[config.mk]
export PLATFORM = sky130hd
export DESIGN_NAME = tr_step_gen
export DESIGN_NICKNAME = d
export VERILOG_FILES = /design/src/rtl/tr_step_gen.sv
export SDC_FILE = /design/constraint.sdc
export NUM_CORES = 1
export LEC_CHECK = 0
export ABC_AREA = 1
export CORE_MARGIN = 2
export CORE_UTILIZATION = 35
export DETAILED_ROUTE_END_ITERATION = 8
export GPL_TIMING_DRIVEN = 1
export PLACE_DENSITY = 0.54
export SETUP_SLACK_MARGIN = 0.1
export SLEW_MARGIN = 15
export SYNTH_ARGS = -nofsm -noshare
export SYNTH_HDL_FRONTEND = slang
export SYNTH_SLANG_ARGS = --single-unit
[constraint.sdc]
create_clock -name clk -period 14.8 [get_ports clk]
set_input_delay 1.48 -clock clk [delete_from_list [all_inputs] [get_ports clk]]
set_output_delay 1.48 -clock clk [all_outputs]
set_load 0.05 [all_outputs]
[src/rtl/tr_step_gen.sv]
// Tracking stepper: |x-x0| -> period law -> hysteresis FSM -> paced drv_step train with dir setup.
// Latency: dx_r at t+1, N/state at t+2 after data_valid; step rises one cycle after period wrap.
module tr_step_gen #(
    parameter int WIDTH_IN   = 12,
    parameter int WIDTH_WORK = 16,
    parameter int DEADZONE   = 50,
    parameter int HOLD_THR   = 0,
    parameter int L_SHIFT    = 4,
    parameter int PULSE_W    = 8,
    parameter int DIR_SETUP  = 16,
    parameter int POS_W      = 24
) (
    input  logic                    clk,
    input  logic                    rst_n,
    input  logic                    data_valid,
    input  logic                    tr_mode_enable,
    input  logic [WIDTH_IN-1:0]     x0,
    input  logic [WIDTH_WORK-1:0]   x,
    input  logic [WIDTH_WORK-1:0]   dx1,
    input  logic [WIDTH_WORK-1:0]   dx2,
    input  logic [WIDTH_WORK-1:0]   F1,
    input  logic [WIDTH_WORK-1:0]   F2,
    input  logic [WIDTH_WORK+3:0]   k,
    output logic [WIDTH_WORK-1:0]   N,
    output logic                    drv_step,
    output logic                    drv_dir,
    output logic                    drv_enable_SM,
    output logic [POS_W-1:0]        step_pos
);

    localparam int PRW = 2 * WIDTH_WORK + 4;
    localparam int TW  = (DIR_SETUP > 0) ? $clog2(DIR_SETUP + 1) : 1;
    localparam int PCW = $clog2(PULSE_W + 1);

    localparam logic [WIDTH_WORK-1:0] ONE_W   = 1;
    localparam logic [WIDTH_WORK-1:0] PW2     = WIDTH_WORK'(2 * PULSE_W);
    localparam logic [WIDTH_WORK-1:0] DZ_W    = WIDTH_WORK'(DEADZONE);
    localparam logic [WIDTH_WORK-1:0] HOLD_W  = WIDTH_WORK'(HOLD_THR);
    localparam logic [POS_W-1:0]      ONE_P   = 1;
    localparam logic [PCW-1:0]        ONE_C   = 1;
    localparam logic [PCW-1:0]        PW_LAST = PCW'(PULSE_W - 1);
    localparam logic [TW-1:0]         ONE_T   = 1;
    localparam logic [TW-1:0]         DS_LOAD = TW'(DIR_SETUP);

    typedef enum logic [1:0] {
        S_IDLE  = 2'd0,
        S_TRACK = 2'd1,
        S_HOLD  = 2'd2
    } state_t;

    state_t                 state;
    logic [WIDTH_WORK-1:0]  x0_ext;
    logic [WIDTH_WORK-1:0]  dx_r;
    logic                   dir_r;
    logic                   s1_vld;
    logic [WIDTH_WORK-1:0]  dx_off;
    logic [PRW-1:0]         prod;
    logic [PRW:0]           sum;
    logic [WIDTH_WORK-1:0]  n_law;
    logic [WIDTH_WORK-1:0]  n_eff;
    logic [WIDTH_WORK-1:0]  cnt;
    logic [WIDTH_WORK-1:0]  p_act;
    logic [PCW-1:0]         pw_cnt;
    logic [TW-1:0]          dir_tmr;
    logic                   req_pend;
    logic                   in_track;
    logic                   wrap;
    logic                   go;

    assign x0_ext = {{(WIDTH_WORK-WIDTH_IN){1'b0}}, x0};

    always_ff @(posedge clk or negedge rst_n) begin
        if (!rst_n) begin
            dx_r   <= '0;
            dir_r  <= 1'b0;
            s1_vld <= 1'b0;
        end else begin
            s1_vld <= data_valid;
            if (data_valid) begin
                dx_r  <= (x <= x0_ext) ? (x0_ext - x) : (x - x0_ext);
                dir_r <= (x <= x0_ext);
            end
        end
    end

    // Full-width slope product; only the final sum is saturated.
    assign dx_off = dx_r - dx1;
    assign prod   = k * dx_off;
    assign sum    = {{(PRW-WIDTH_WORK+1){1'b0}}, F1} + {1'b0, prod >> L_SHIFT};

    always_comb begin
        n_law = F1;
        if (dx_r >= dx2) begin
            n_law = F2;
        end else if (dx_r >= dx1) begin
            n_law = (|sum[PRW:WIDTH_WORK]) ? '1 : sum[WIDTH_WORK-1:0];
        end
    end

    always_ff @(posedge clk or negedge rst_n) begin
        if (!rst_n) begin
            N <= '0;
        end else if (s1_vld) begin
            N <= n_law;
        end
    end

    assign n_eff = (N == '0) ? '0 : ((N < PW2) ? PW2 : N);

    always_ff @(posedge clk or negedge rst_n) begin
        if (!rst_n) begin
            state         <= S_IDLE;
            drv_enable_SM <= 1'b0;
        end else if (!tr_mode_enable) begin
            state         <= S_IDLE;
            drv_enable_SM <= 1'b0;
        end else begin
            case (state)
                S_IDLE: begin
                    state         <= S_TRACK;
                    drv_enable_SM <= 1'b1;
                end
                S_TRACK: begin
                    if (dx_r <= HOLD_W) begin
                        state         <= S_HOLD;
                        drv_enable_SM <= 1'b0;
                    end
                end
                S_HOLD: begin
                    if (dx_r >= DZ_W) begin
                        state         <= S_TRACK;
                        drv_enable_SM <= 1'b1;
                    end
                end
                default: begin
                    state         <= S_IDLE;
                    drv_enable_SM <= 1'b0;
                end
            endcase
        end
    end

    assign in_track = (state == S_TRACK);
    assign wrap     = in_track && (p_act != '0) && (cnt == p_act - ONE_W);
    assign go       = (wrap || req_pend) && in_track && !drv_step && (dir_tmr == '0);

    // The active period is latched only at wrap so a new N never cuts a period short.
    always_ff @(posedge clk or negedge rst_n) begin
        if (!rst_n) begin
            cnt   <= '0;
            p_act <= '0;
        end else if (!in_track) begin
            cnt   <= '0;
            p_act <= n_eff;
        end else if (p_act == '0) begin
            cnt   <= '0;
            p_act <= n_eff;
        end else if (wrap) begin
            cnt   <= '0;
            p_act <= n_eff;
        end else begin
            cnt   <= cnt + ONE_W;
        end
    end

    always_ff @(posedge clk or negedge rst_n) begin
        if (!rst_n) begin
            req_pend <= 1'b0;
        end else if (!in_track || go) begin
            req_pend <= 1'b0;
        end else if (wrap) begin
            req_pend <= 1'b1;
        end
    end

    always_ff @(posedge clk or negedge rst_n) begin
        if (!rst_n) begin
            drv_step <= 1'b0;
            pw_cnt   <= '0;
            step_pos <= '0;
        end else if (go) begin
            drv_step <= 1'b1;
            pw_cnt   <= PW_LAST;
            step_pos <= drv_dir ? (step_pos + ONE_P) : (step_pos - ONE_P);
        end else if (drv_step) begin
            if (pw_cnt == '0) begin
                drv_step <= 1'b0;
            end else begin
                pw_cnt <= pw_cnt - ONE_C;
            end
        end
    end

    // Direction may not move during a pulse or on the edge that starts one.
    always_ff @(posedge clk or negedge rst_n) begin
        if (!rst_n) begin
            drv_dir <= 1'b0;
            dir_tmr <= '0;
        end else if (!drv_step && !go && (drv_dir != dir_r)) begin
            drv_dir <= dir_r;
            dir_tmr <= DS_LOAD;
        end else if (dir_tmr != '0) begin
            dir_tmr <= dir_tmr - ONE_T;
        end
    end

endmodule
# Yosys cells after proc, flatten, opt, wreduce, memory -nomap -nowiden
# Cells that the tools add are included.
[totals]
reg_bits = 105
wordCells = 95
output_inout_bits = 43
input_bits = 116
[classes]
n_mul = 1
order_cmp = 6
eq_ne = 8
n_mux = 31
n_reduce_logical = 25
n_addsub = 10
[op_table]
columns = ["cell", "count"]
rows = [
  ["$mux 16", 12],
  ["$mul 20x16->36", 1],
  ["$add 16x32->33", 1],
  ["$ge 16x16->1", 2],
  ["$logic_not 16->1", 2],
  ["$add 24x1->24 const B", 1],
  ["$mux 24", 1],
  ["$sub 24x1->24 const B", 1],
  ["$reduce_or 21->1", 1],
  ["$add 16x1->16 const B", 1],
  ["$eq 16x16->1", 1],
  ["$ge 16x6->1 const B", 1],
  ["$le 16x1->1 const B", 1],
  ["$le 16x12->1", 1],
  ["$lt 16x5->1 const B", 1],
  ["$reduce_bool 16->1", 1],
  ["$sub 12x16->16", 1],
  ["$sub 16x1->16 const B", 1],
  ["$sub 16x12->16", 1],
  ["$sub 16x16->16", 1],
  ["$mux 4", 3],
  ["$mux 5", 2],
  ["$mux 1", 8],
  ["$logic_and 1x1->1", 7],
  ["20 further kinds", 28],
]

# Logic depth before layout (Yosys ltp)
# Gate-level depths: netlist (run 1).
[logic_depth]
ltp_word = 11
depth_mapped = 55
mapped_depth_nobuf = 53

# Least setup slack after synthesis (run 1)
# OpenSTA, ideal clock, no wires.
[synth_timing]
path_kind = "in2reg"
from = "in dx1[10]"
to = "reg N[10]"
arrival_time_ps = 9730
stages = 53
required_time_ps = 14678
setup_time_ps = 122
path_buffers = 2
path_slack_ps = 4948
path_cell_list = "inv_1 -> ha_1 -> inv_1 -> nor4_1 -> nand3_1 -> o2111ai_1 -> nand2_1 -> nand2_1 -> a21oi_1 -> or2_2 -> nand2_1 -> a21oi_1 -> or2_2 -> nand2_1 -> buf_2 -> nor2_1 -> fa_1 -> inv_1 -> (+17 left out) -> inv_1 -> nor3_1 -> nand2_1 -> nand2_1 -> inv_1 -> nor2_1 -> nand2_1 -> nor2_1 -> nand3_1 -> nand2_1 -> nand2_1 -> nor2_2 -> nand3_2 -> nor2_8 -> buf_8 -> nand3_2 -> nand2_1 -> a21oi_2"
[synth_between]
elab_chain_cells = 7
elab_cells_between_ends = 8
classes_between = "2 x add/sub; 1 x mul; 1 x order compare; 3 x mux; 1 x reduce/logical"
[synth_lines]
columns = ["element", "line_no", "source"]
rows = [
  ["start: declaration", "19", "input logic [WIDTH_WORK-1:0] dx1,"],
  ["$sub 16x16->16", "87", "assign dx_off = dx_r - dx1;"],
  ["$mul 20x16->36", "88", "assign prod = k * dx_off;"],
  ["$add 16x32->33", "89", "assign sum = {{(PRW-WIDTH_WORK+1){1'b0}}, F1} + {1'b0, prod >> L_SHIFT};"],
  ["$reduce_or 21->1", "96", "n_law = (|sum[PRW:WIDTH_WORK]) ? '1 : sum[WIDTH_WORK-1:0];"],
  ["$mux 16", "96", ""],
  ["$mux 16 (*)", "95", "end else if (dx_r >= dx1) begin"],
  ["$mux 16 (*)", "93", "if (dx_r >= dx2) begin"],
  ["end signal: assignment", "104", "N <= n_law;"],
  ["end: declaration", "24", "output logic [WIDTH_WORK-1:0] N,"],
]
# Mark *: on every way between the ends. The rest lies on a longest branch, timed or not.
# A chain may end at the register's enable or synchronous reset.

# Final worst setup path (run 1)
[layout_timing]
from = "in dx1[2]"
to = "reg N[15]"
# The elaborated chain is that of the path after synthesis.

==> results.py, run 1 <==
metrics = {
    "detailed_routing": {
        "drt_iter0_markers": 1027,
        "drtAntennaViolNets": 0,
        "drc": 0,
        "highest-signal-layer": "met4",
        "via_per_inst": 4.771,
        "first_pass_iters": 5,
        "vias": 18630,
        "drt-met1-wl_mm": 29.44,
        "met2_length_mm": 28.58,
        "postRouteWirelength_mm": 62.10,
        "wl_met3_mm": 2.918,
        "wire_per_inst_um": 15.90,
    },
    "synthesis": {
        "ys_seq_area_frac": 0.1233,
        "ys_types": 63,
        "synth-edff-count": 0,
        "synth_area_leaders": "fa_1 24%, nand2_1 13%, dfrtp_1 12%, ha_1 12%, inv_1 11%",
        "ys.flop_type": "dfrtp_1",
        "synth_top_area_share": 0.2395,
        "syn_nets": 3569,
        "synth_top_area_cell": "fa_1",
        "synth_cells": 2994,
        "synth-seq-cells": 105,
        "syn-mean-instance-area_um2": 7.118,
        "synthArstFlopShare": 1.000,
        "ys_warn_count": 0,
        "syn_area_um2": 21310,
    },
    "timing": {
        "worstMarginPinSlew_ns": 1.004,
        "fmax_mhz": 86.10,
        "maxSlewViolCount": 0,
        "rsz0062_at_grt": "false",
        "slew_headroom": 0.3286,
        "finalCriticalPeriod_ns": 11.62,
        "skew_ns": 0.01659,
        "setup_tns_ns": 0,
        "finalCritPeriodShare": 0.7848,
        "finalHoldViolCount": 0,
        "setup_violations": 0,
    },
    "floorplan": {
        "io_pins": 159,
        "rows": 90,
        "die-area_um2": 62880,
        "die_x_um": 250.8,
        "start_util": 0.3537,
        "die_y_um": 250.8,
        "fp.coreArea_um2": 60250,
    },
    "worst_setup_path": {
        "path_class": "primary input to flop",
        "cpPeakStageDelay_ns": 0.54,
        "regToRegStartpoint": "dx_r[2]",
        "cp.arrival_ns": 11.88,
        "worstSetupStartpointType": "primary input",
        "cpMaxStageDelayCell": "fa_1",
        "r2r_slack_ns": 4.39,
        "r2r_end": "N[15]",
        "endpoint_kind": "flop",
        "required_ns": 15.06,
        "crit_top_cell": "nand2_1",
        "path_max_fanout": 16,
        "ff2ff_path_depth": 46,
    },
    "final_layout": {
        "final_common_cell": "nand2_1",
        "finalInstanceArea_um2": 24020,
        "drive_gt1_frac": 0.05700,
        "insertedDiodeCount": 0,
        "layout_common_cells": "719 x nand2_1, 622 x inv_1, 356 x nor2_1",
        "nets": 3693,
        "area_delta_synth_final_pct": 12.73,
    },
    "grt": {
        "grt_pass1_wl_mm": 101.6,
        "grtUsageTotal": 0.2032,
        "antenna_found_initial": 0,
        "grt_pass1_vias": 18920,
        "grt_overflow": 0,
        "grt_max_degree": 70,
    },
    "hold_path": {
        "worstHoldEndpoint": "dx_r[0]",
        "hold_start": "dx_r[0]",
        "min_path_type": "flop to flop",
        "min_path_cells": 2,
    },
    "clock_network": {
        "cts_root_buf": "clkbuf_16",
        "post_cts_resize_count": 0,
        "clk_path_buf_depth": 2,
        "clk_pin_slew_ns": 0.08,
        "numCtsBuffers": 9,
        "clock_sinks": 105,
        "post_cts_buffers": 0,
        "cts_tree": "built",
        "ctsHoldBuffers": 0,
        "cts-htree-levels": 3,
        "clk_latency_ns": 0.38,
    },
    "run": {
        "max-cap-violations": 0,
    },
    "place": {
        "port_buffers": 158,
        "gp_congestion": 0.9033,
        "placed_area_um2": 23710,
        "hpwlAfterDp_mm": 52.46,
    },
    "status": {
        "status": "completed",
    },
}
final cells by class:
class,instances,area (um2)
sequential,105,2628
timing repair buffer,173,1692
multi-input combinational,2178,15970
inverter,651,2444
fill,6412,36220
clock inverter,7,86.33
tap,782,978.4
clock buffer,9,225.2
sequential cells by signal, indices dropped and copies added, names as in the netlist, 2 cells and up:
| name | flops |
|---|---|
| cnt | 16 |
| state | 2 |
| pw_cnt | 4 |
| dir_tmr | 5 |
| dx_r | 16 |
| N | 16 |
| p_act | 16 |
| step_pos | 24 |
per-layer routing:
metal	vias up	global-route usage
li1	9318	-
met5	-	0
met4	0	0.04055
met3	67	0.02578
met2	409	0.3381
met1	8838	0.2839
Yosys cell counts (3+ instances only):
master / count
o21ai_1: 15
buf_2: 12
a21oi_1: 127
o21a_1: 3
mux2i_1: 3
inv_1: 622
nor3_2: 4
nor3_1: 20
o211ai_1: 3
mux2_2: 5
ha_1: 204
o221ai_1: 3
nor4_1: 11
nand2_4: 3
clkinv_1: 7
o21ai_0: 74
xnor2_1: 40
dfrtp_1: 105
a31oi_1: 12
a21o_1: 12
fa_1: 255
nand3_1: 77
xor2_1: 69
nor2_1: 356
nand4_1: 25
clkbuf_1: 40
nor2_2: 19
o21bai_1: 5
nand3_2: 17
inv_2: 22
nand3b_1: 3
nand2_1: 719
or2_2: 15
a21boi_0: 4
a21oi_2: 12
nand2_2: 27
nor2_4: 9
worst max-delay path by stage:
stage / from / to / slack [ns]
finish: dx1[2] / N[15] / 3.18
global route: dx1[2] / N[3] / 2.24
CTS: dx1[2] / N[15] / 3.13
detailed placement: dx1[2] / N[15] / 2.72
global placement: dx1[10] / N[15] / 2.67
floorplan: dx1[10] / N[10] / 4.95
cell families after synthesis:
| kind of cell | count (synthesis) | share of synthesized area |
|---|---|---|
| AO/OA/AOI/OAI | 283 | 0.07562 |
| adder cells (fa/ha/maj) | 459 | 0.3593 |
| XOR/XNOR | 110 | 0.04556 |
| AND/OR/NAND/NOR | 1318 | 0.2643 |
| buffers and inverters | 711 | 0.1278 |
| multiplexers | 8 | 0.004051 |
| flip-flops | 105 | 0.1233 |
stage by stage:
step           utilization  std cells  hold slack, ns  setup slack (ns)
2_1_floorplan            -       2994          0.4497             4.948
3_3_place_gp        0.3936       3889          0.4650             2.672
3_5_place_dp        0.3936       3889          0.4711             2.722
4_1_cts             0.3988       3905          0.4888             3.131
5_1_grt             0.3988       3905          0.5243             2.239
6_report            0.3988       3905          0.4864             3.185
critical path: cells and delay by family:
kind | cells | cell delay, ns
buf+inv | 5 | 0.98
compound gates | 9 | 1.53
xor+xnor | 1 | 0.26
simple gates | 24 | 3.48
fa+ha+maj | 9 | 4.14
Power of run 1 is left out: the tool's default activity adds up to more than one toggle a clock period on the data nets, which glitch-free logic cannot reach.
==> run 2: changes to the inputs <==
PLACE_DENSITY = 0.56   (was 0.54)
clock period = 10.5 ns   (was 14.8 ns; I/O delays follow)
==> run 2 against run 1 <==
Compared with the run above:
- via count rose by 0.35%
- die area stayed put
- global-route usage increased by 0.060 points
- clock skew fell by 0.0045 ns
- first-iteration DRC count decreased by 5.3%
- non-clock buffer count increased by 57
- hold slack got worse by 0.0010 ns
- sequential share of layout area is 0.27 points lower
- critical path depth increased by 3
- sequential cell count stayed put
- register-to-register slack got worse by 2.9 ns
==> results.py, run 2 (synthesis results as in run 1) <==
metrics = {
    "final_layout": {
        "regMostFlops": "step_pos",
        "insertedDiodeCount": 0,
        "nets": 3750,
        "fillers": 6314,
        "regArea_um2": 2628,
        "largest_reg_flops": 24,
        "area_delta_synth_final_pct": 15.55,
        "multi_input_area_um2": 16090,
        "final_common_cell": "nand2_1",
        "layout_common_cells": "714 x nand2_1, 620 x inv_1, 352 x nor2_1",
        "drive_gt1_frac": 0.08082,
    },
    "worst_setup_path": {
        "cpPeakStageDelay_ns": 0.55,
        "ff2ff_path_depth": 49,
        "endpoint_kind": "flop",
        "cpMaxStageDelayCell": "fa_1",
        "cp.arrival_ns": 9.97,
        "path_class": "primary input to flop",
        "path_max_fanout": 16,
        "worstSetupStartpointType": "primary input",
        "required_ns": 10.77,
    },
    "detailed_routing": {
        "drtAntennaViolNets": 0,
        "via_per_inst": 4.719,
        "wire_per_inst_um": 15.85,
        "drc": 0,
        "drt_iter0_markers": 973,
        "first_pass_iters": 5,
        "postRouteWirelength_mm": 62.81,
        "vias": 18700,
    },
    "timing": {
        "setup_violations": 0,
        "setup_tns_ns": 0,
        "maxSlewViolCount": 0,
        "fmax_mhz": 103.1,
        "worstMarginPinSlew_ns": 0.9230,
        "finalCriticalPeriod_ns": 9.700,
        "finalCritPeriodShare": 0.9238,
        "setup_ws_ns": 0.8001,
        "skew_ns": 0.01208,
        "finalHoldViolCount": 0,
        "slew_headroom": 0.3827,
        "rsz0062_at_grt": "false",
    },
    "floorplan": {
        "die-area_um2": 62880,
        "fp.coreArea_um2": 60250,
        "rows": 90,
        "io_pins": 159,
        "die_y_um": 250.8,
        "die_x_um": 250.8,
        "start_util": 0.3537,
    },
    "place": {
        "gp_congestion": 0.9488,
        "port_buffers": 158,
        "hpwlAfterDp_mm": 53.08,
        "dp_slack_ns": 0.005896,
    },
    "clock_network": {
        "cts_root_buf": "clkbuf_16",
        "clk_pin_slew_ns": 0.08,
        "clock_sinks": 105,
        "numCtsBuffers": 9,
        "cts-htree-levels": 3,
        "cts_tree": "built",
        "clk_path_buf_depth": 2,
        "clk_latency_ns": 0.38,
    },
    "hold_path": {
        "min_path_type": "flop to flop",
        "min_path_cells": 2,
    },
    "grt": {
        "grt_max_degree": 65,
        "grt_pass1_vias": 18750,
        "grt_pass1_wl_mm": 101.8,
        "antenna_found_initial": 0,
        "grt_overflow": 0,
        "grtUsageTotal": 0.2038,
    },
    "run": {
        "max-cap-violations": 0,
    },
    "status": {
        "status": "completed",
    },
}
[run 2: changes by cell type in the layout (fill, tap and decap cells not counted), sizes merged]
cell	change
buf	+57
bufinv	-1
clkinvlp	+1
[run 2: metal layers]
layer	part of all wire	wire length, um	track usage
met1	0.47	29660	0.2804
met2	0.47	29260	0.3416
met3	0.041	2550	0.02640
met4	0.021	1336	0.04568
met5	0	0	0
[run 2: worst paths after layout]
check,startpoint,end,slack (ns)
worst max-delay path,dx1[2],N[13],0.80
worst min-delay path,dir_tmr[4],dir_tmr[4],0.49
worst max register to register,dx_r[0],N[13],1.50
worst min register to register,dir_tmr[4],dir_tmr[4],0.49
max in group asynchronous,rst_n,dx_r[5],8.57
min in group asynchronous,rst_n,cnt[14],0.66
[run 2: per-stage QoR]
stage,hold WS [ns],utilization,std cells,instance area (um2)
CTS,0.4896,0.4062,3960,24470
floorplan,0.4497,-,2994,21310
global route,0.5254,0.4087,3962,24620
finish,0.4854,0.4087,3962,24620
detailed placement,0.4701,0.4014,3944,24180
global placement,0.4693,0.4014,3944,24180
[run 2: repair_timing]
item | 4_1_cts | 5_1_grt
setup buffers | 0 | 2
hold buffers | 0 | 0
gates resized for setup | 0 | 29
endpoints found under the setup margin | 0 | 16
[run 2: critical path: cells and delay by family]
family	cells	cell delay, ns
AO/OA/AOI/OAI	8	1.01
XOR/XNOR	2	0.32
adder cells (fa/ha/maj)	9	4.20
buffers and inverters	15	1.76
AND/OR/NAND/NOR	17	1.60
[run 2: layout make-up]
cell class / count / area share
inverter: 651 / 0.09923
sequential: 105 / 0.1067
clock inverter: 7 / 0.002693
multi-input combinational: 2178 / 0.6536
timing repair buffer: 230 / 0.08892
clock buffer: 9 / 0.009146
tap: 782 / 0.03973
Power of run 2 is left out for the same reason.
==> RTL edit 1: new RTL, settings of run 2 <==
Make the reset (`rst_n`) synchronous in 7 clocked blocks.
--- a/src/rtl/tr_step_gen.sv
+++ b/src/rtl/tr_step_gen.sv
@@ -69,7 +69,7 @@
 
     assign x0_ext = {{(WIDTH_WORK-WIDTH_IN){1'b0}}, x0};
 
-    always_ff @(posedge clk or negedge rst_n) begin
+    always_ff @(posedge clk) begin
         if (!rst_n) begin
             dx_r   <= '0;
             dir_r  <= 1'b0;
@@ -97,7 +97,7 @@
         end
     end
 
-    always_ff @(posedge clk or negedge rst_n) begin
+    always_ff @(posedge clk) begin
         if (!rst_n) begin
             N <= '0;
         end else if (s1_vld) begin
@@ -107,7 +107,7 @@
 
     assign n_eff = (N == '0) ? '0 : ((N < PW2) ? PW2 : N);
 
-    always_ff @(posedge clk or negedge rst_n) begin
+    always_ff @(posedge clk) begin
         if (!rst_n) begin
             state         <= S_IDLE;
             drv_enable_SM <= 1'b0;
@@ -145,7 +145,7 @@
     assign go       = (wrap || req_pend) && in_track && !drv_step && (dir_tmr == '0);
 
     // The active period is latched only at wrap so a new N never cuts a period short.
-    always_ff @(posedge clk or negedge rst_n) begin
+    always_ff @(posedge clk) begin
         if (!rst_n) begin
             cnt   <= '0;
             p_act <= '0;
@@ -163,7 +163,7 @@
         end
     end
 
-    always_ff @(posedge clk or negedge rst_n) begin
+    always_ff @(posedge clk) begin
         if (!rst_n) begin
             req_pend <= 1'b0;
         end else if (!in_track || go) begin
@@ -173,7 +173,7 @@
         end
     end
 
-    always_ff @(posedge clk or negedge rst_n) begin
+    always_ff @(posedge clk) begin
         if (!rst_n) begin
             drv_step <= 1'b0;
             pw_cnt   <= '0;
@@ -192,7 +192,7 @@
     end
 
     // Direction may not move during a pulse or on the edge that starts one.
-    always_ff @(posedge clk or negedge rst_n) begin
+    always_ff @(posedge clk) begin
         if (!rst_n) begin
             drv_dir <= 1'b0;
             dir_tmr <= '0;
Formal check against the unedited RTL: not equivalent (a bounded check fails within 4 cycles, from zero or initial values and one cycle with rst_n low; the reset may be asserted at any time).
==> RTL edit 1 against run 2 <==
Design area shrank 2.8%; routed wire length is 1.3% lower; via count rose by 1.0%; sequential share of layout area decreased by 2.0 points; area after synthesis is 1.9% lower; sequential cell count down 1; worst setup slack got worse by 0.0098 ns; global-route usage up 0.17 points.
Power is left out: the tool's default activity adds up to more than one toggle a clock period on the data nets, which glitch-free logic cannot reach.
==> RTL edit 1: results (changes against run 2) <==
largest net degree at the start of global routing -> 46 (-29%)
#MultiIn Comb -> 2183 (+0.23%)
vias post-DR -> 18893 (+1.0%)
Post-Place Setup Slack -> 0.1076 ns (+0.1017 ns)
Final #Nets -> 3740 (-0.27%)
status -> finished, final reports clean
hold path startpoint -> cnt[0]
reg2reg path depth -> 45 (-8.2%)
Relative slew margins -> 45.45% (+7.2 points)
DP HPWL -> 52400 um (-1.3%)
syn_nets -> 3586 (+0.48%)
Synth cell types -> 59 (-6.3%)
Arr. time, crit path -> 9.96 ns (about the same)
gpl congestion -> 0.9107 (-4.0%)
R2R setup slack -> 1.54 ns (+0.04 ns)
Hold EP -> cnt[0]
Area contributors post-synth -> fa_1, ha_1, inv_1, nand2_1, dfxtp_1
cell count after synthesis -> 3010 (+0.53%)
first-pass GRT wire length -> 100200 um (-1.6%)
final design utilization -> 40.56% (-0.32 points)
GRT Util Overall -> 20.56% (+0.17 points)
core region area -> 59020 um2 (-2.0%)
Non-clk bufs -> 215 (-6.5%)
register area share after synthesis -> 9.960% (-2.4 points)
ys async rst share -> 0% (-100 points)
Worst Clk Skew -> 0.01188 ns (-0.0002024 ns)
hold depth -> 1 (-1)
top_reg_cell synth -> dfxtp_1
[RTL edit 1: cell types whose count changed in the layout (fill, tap and decap cells not counted), moves of 9 or more]
| cell | delta |
|---|---|
| xor2_1 | +15 |
| o21ai_1 | -9 |
| xnor2_1 | -12 |
| nand2_1 | -84 |
| inv_1 | +13 |
| nand3_1 | +50 |
| nand4_1 | +14 |
| o21ai_0 | +23 |
| dfrtp_1 | -105 |
| dfxtp_1 | +104 |
| inv_2 | -20 |
| buf_4 | -14 |
| a21oi_1 | +34 |
| nor2_1 | -13 |
[RTL edit 1: kinds of logic (layout without fill, tap and decap cells)]
family,Yosys count,after routing,synth area share (%)
compound gates,325,325,8.548
xor+xnor,110,110,4.609
fa+ha+maj,460,460,36.69
buf+inv,723,882,13.34
flops,104,104,9.961
simple gates,1288,1288,26.85
[RTL edit 1: worst max path at each step]
stage / endpoint / slack, ns
2_1_floorplan: N[8] / 1.09
3_3_place_gp: N[14] / 0.16
3_5_place_dp: N[14] / 0.11
4_1_cts: N[14] / 0.46
5_1_grt: N[12] / 0.04
6_report: N[9] / 0.79
[RTL edit 1: metal layers]
layer,global-route usage (%),vias up,wire length [um]
li1,-,9535,-
met1,27.34,8828,28230
met2,35.52,457,29370
met3,2.801,73,3156
met4,4.202,0,1253
met5,0,-,0
[RTL edit 1: repair_timing]
item / in CTS / in global routing
buffers inserted: 0 / 4
gates resized for setup: 0 / 24
endpoints found under the setup margin: 0 / 16
[RTL edit 1: worst max-delay path: cells and delay by family]
family / cells / cell delay, ns
AND/OR/NAND/NOR: 28 / 3.26
buffers and inverters: 9 / 1.05
AO/OA/AOI/OAI: 5 / 0.39
adder cells (fa/ha/maj): 9 / 4.06
XOR/XNOR: 1 / 0.13
==> RTL edit 2: new RTL, settings of run 2 <==
Without the edit above. Change the parameter `HOLD_THR` from 0 to 1.
--- a/src/rtl/tr_step_gen.sv
+++ b/src/rtl/tr_step_gen.sv
@@ -4,7 +4,7 @@
     parameter int WIDTH_IN   = 12,
     parameter int WIDTH_WORK = 16,
     parameter int DEADZONE   = 50,
-    parameter int HOLD_THR   = 0,
+    parameter int HOLD_THR   = 1,
     parameter int L_SHIFT    = 4,
     parameter int PULSE_W    = 8,
     parameter int DIR_SETUP  = 16,
Function: changed (Yosys sat finds a counterexample within 4 cycles, from zero or initial values and one cycle with rst_n low).
==> RTL edit 2 against run 2 <==
Routed wire length shrank 2.8%; worst setup slack got worse by 0.095 ns; design area fell by 2.3%; synthesized cell count decreased by 1.9%; utilization hardly changed; sequential cell count is the same; area after synthesis is 2.3% lower; hold slack improved by 0.0020 ns; critical endpoint is now N[15]; highest routed layer unchanged.
Power is left out: the tool's default activity adds up to more than one toggle a clock period on the data nets, which glitch-free logic cannot reach.
==> RTL edit 2: results (changes against run 2) <==
status -> finished, final reports clean
R2R setup slack -> 1.46 ns (-0.04 ns)
Worst Setup EP -> N[15]
Arr. time, crit path -> 10.04 ns (+0.07 ns)
CTS buffer count -> 9 (unchanged)
Final #Nets -> 3676 (-2.0%)
register name with the most flops -> step_pos
syn_nets -> 3513 (-1.6%)
reg2reg path depth -> 49 (unchanged)
Relative slew margins -> 25.44% (-13 points)
clk slew on worst S/H paths -> 0.08 ns (about the same)
gpl congestion -> 0.9201 (-3.0%)
Antenna Nets Post-Route -> 0 (unchanged)
Worst Clk Skew -> 0.01403 ns (+0.001949 ns)
DR vias/cell -> 4.770 (+1.1%)
register area share after synthesis -> 12.62% (+0.29 points)
hold path startpoint -> dir_r
min-delay worst type -> reg2reg
Area contributors post-synth -> fa_1, dfrtp_1, nand2_1, ha_1, inv_1
GRT Util Overall -> 20.37% (about the same)
first-pass GRT wire length -> 98480 um (-3.2%)
Synth cell types -> 53 (-16%)
initial drt markers -> 1153 (+18%)
number of global-route vias before repair -> 18699 (-0.26%)
post-placement cell area -> 23550 um2 (-2.6%)
ys async rst share -> 100.0% (unchanged)
Antenna Cells -> 0 (unchanged)
largest net degree at the start of global routing -> 63 (-3.1%)
antenna violations before repair -> 0 (unchanged)
commonest cells in the netlist -> nand2_1, inv_1, nor2_1
DP HPWL -> 51640 um (-2.7%)
fraction of layout cells with a size suffix above 1 -> 5.441% (-2.6 points)
reg2reg start -> dx_r[5]
setup_tns -> 0 ns (unchanged)
Routed wire per std cell -> 15.74 um (-0.71%)
## RTL edit 2: repair_timing
action	CTS	global route
resized for setup	0	34
endpoints found under the setup margin	0	16
setup buffers	0	2
endpoints found under the hold margin	0	0
## RTL edit 2: worst max-delay path: cells and delay by family
| kind | cells | cell delay (ns) |
|---|---|---|
| compound gates | 4 | 0.53 |
| xor+xnor | 1 | 0.18 |
| fa+ha+maj | 9 | 4.17 |
| buf+inv | 13 | 1.47 |
| simple gates | 23 | 2.62 |
## RTL edit 2: cell families (layout without fill, tap and decap cells)
kind of cell | count (synthesis) | count (layout) | synth area share, %
flops | 105 | 105 | 12.62
simple gates | 1279 | 1279 | 25.61
compound gates | 291 | 292 | 7.639
xor+xnor | 108 | 108 | 4.544
mux | 4 | 4 | 0.1983
buf+inv | 692 | 859 | 12.60
fa+ha+maj | 459 | 459 | 36.78
## RTL edit 2: how the worst min path moves through the flow
| stage | cells after the start | slack, ns | endpoint |
|---|---|---|---|
| detailed placement | 2 | 0.48 | dir_r |
| global placement | 2 | 0.47 | dir_tmr[4] |
| global route | 2 | 0.54 | dir_r |
| CTS | 2 | 0.50 | dir_r |
| finish | 2 | 0.49 | dir_r |
| floorplan | 2 | 0.45 | dir_tmr[4] |
## RTL edit 2: cell type report
class                           instances  area (um2)
Timing Repair inverter                  1       5.005
Timing Repair Buffer                  212        2024
Clock inverter                          7       113.9
Multi-Input combinational cell       2142       15730
Inverter                              630        2374
Fill cell                            6219       34840
Clock buffer                            9       225.2
Sequential cell                       105        2628
Tap cell                              773       967.2
## RTL edit 2: layer usage
metal  vias to the layer above  global-route usage [%]  part of all wire, %
li1                       9257                       -                    -
met1                      8761                   27.93                   46
met2                       424                   34.30                   47
met3                        59                   2.887                  5.3
met4                         0                   3.804                  1.7
met5                         -                       0                    0
## RTL edit 2: through the flow
step	cells	setup slack [ns]	utilization, %
6_report	3879	0.7053	40.85
5_1_grt	3879	0.08714	40.85
4_1_cts	3875	0.3741	40.56
3_5_place_dp	3859	0.01253	39.98
3_3_place_gp	3859	0.06583	39.98
2_1_floorplan	2938	1.135	-
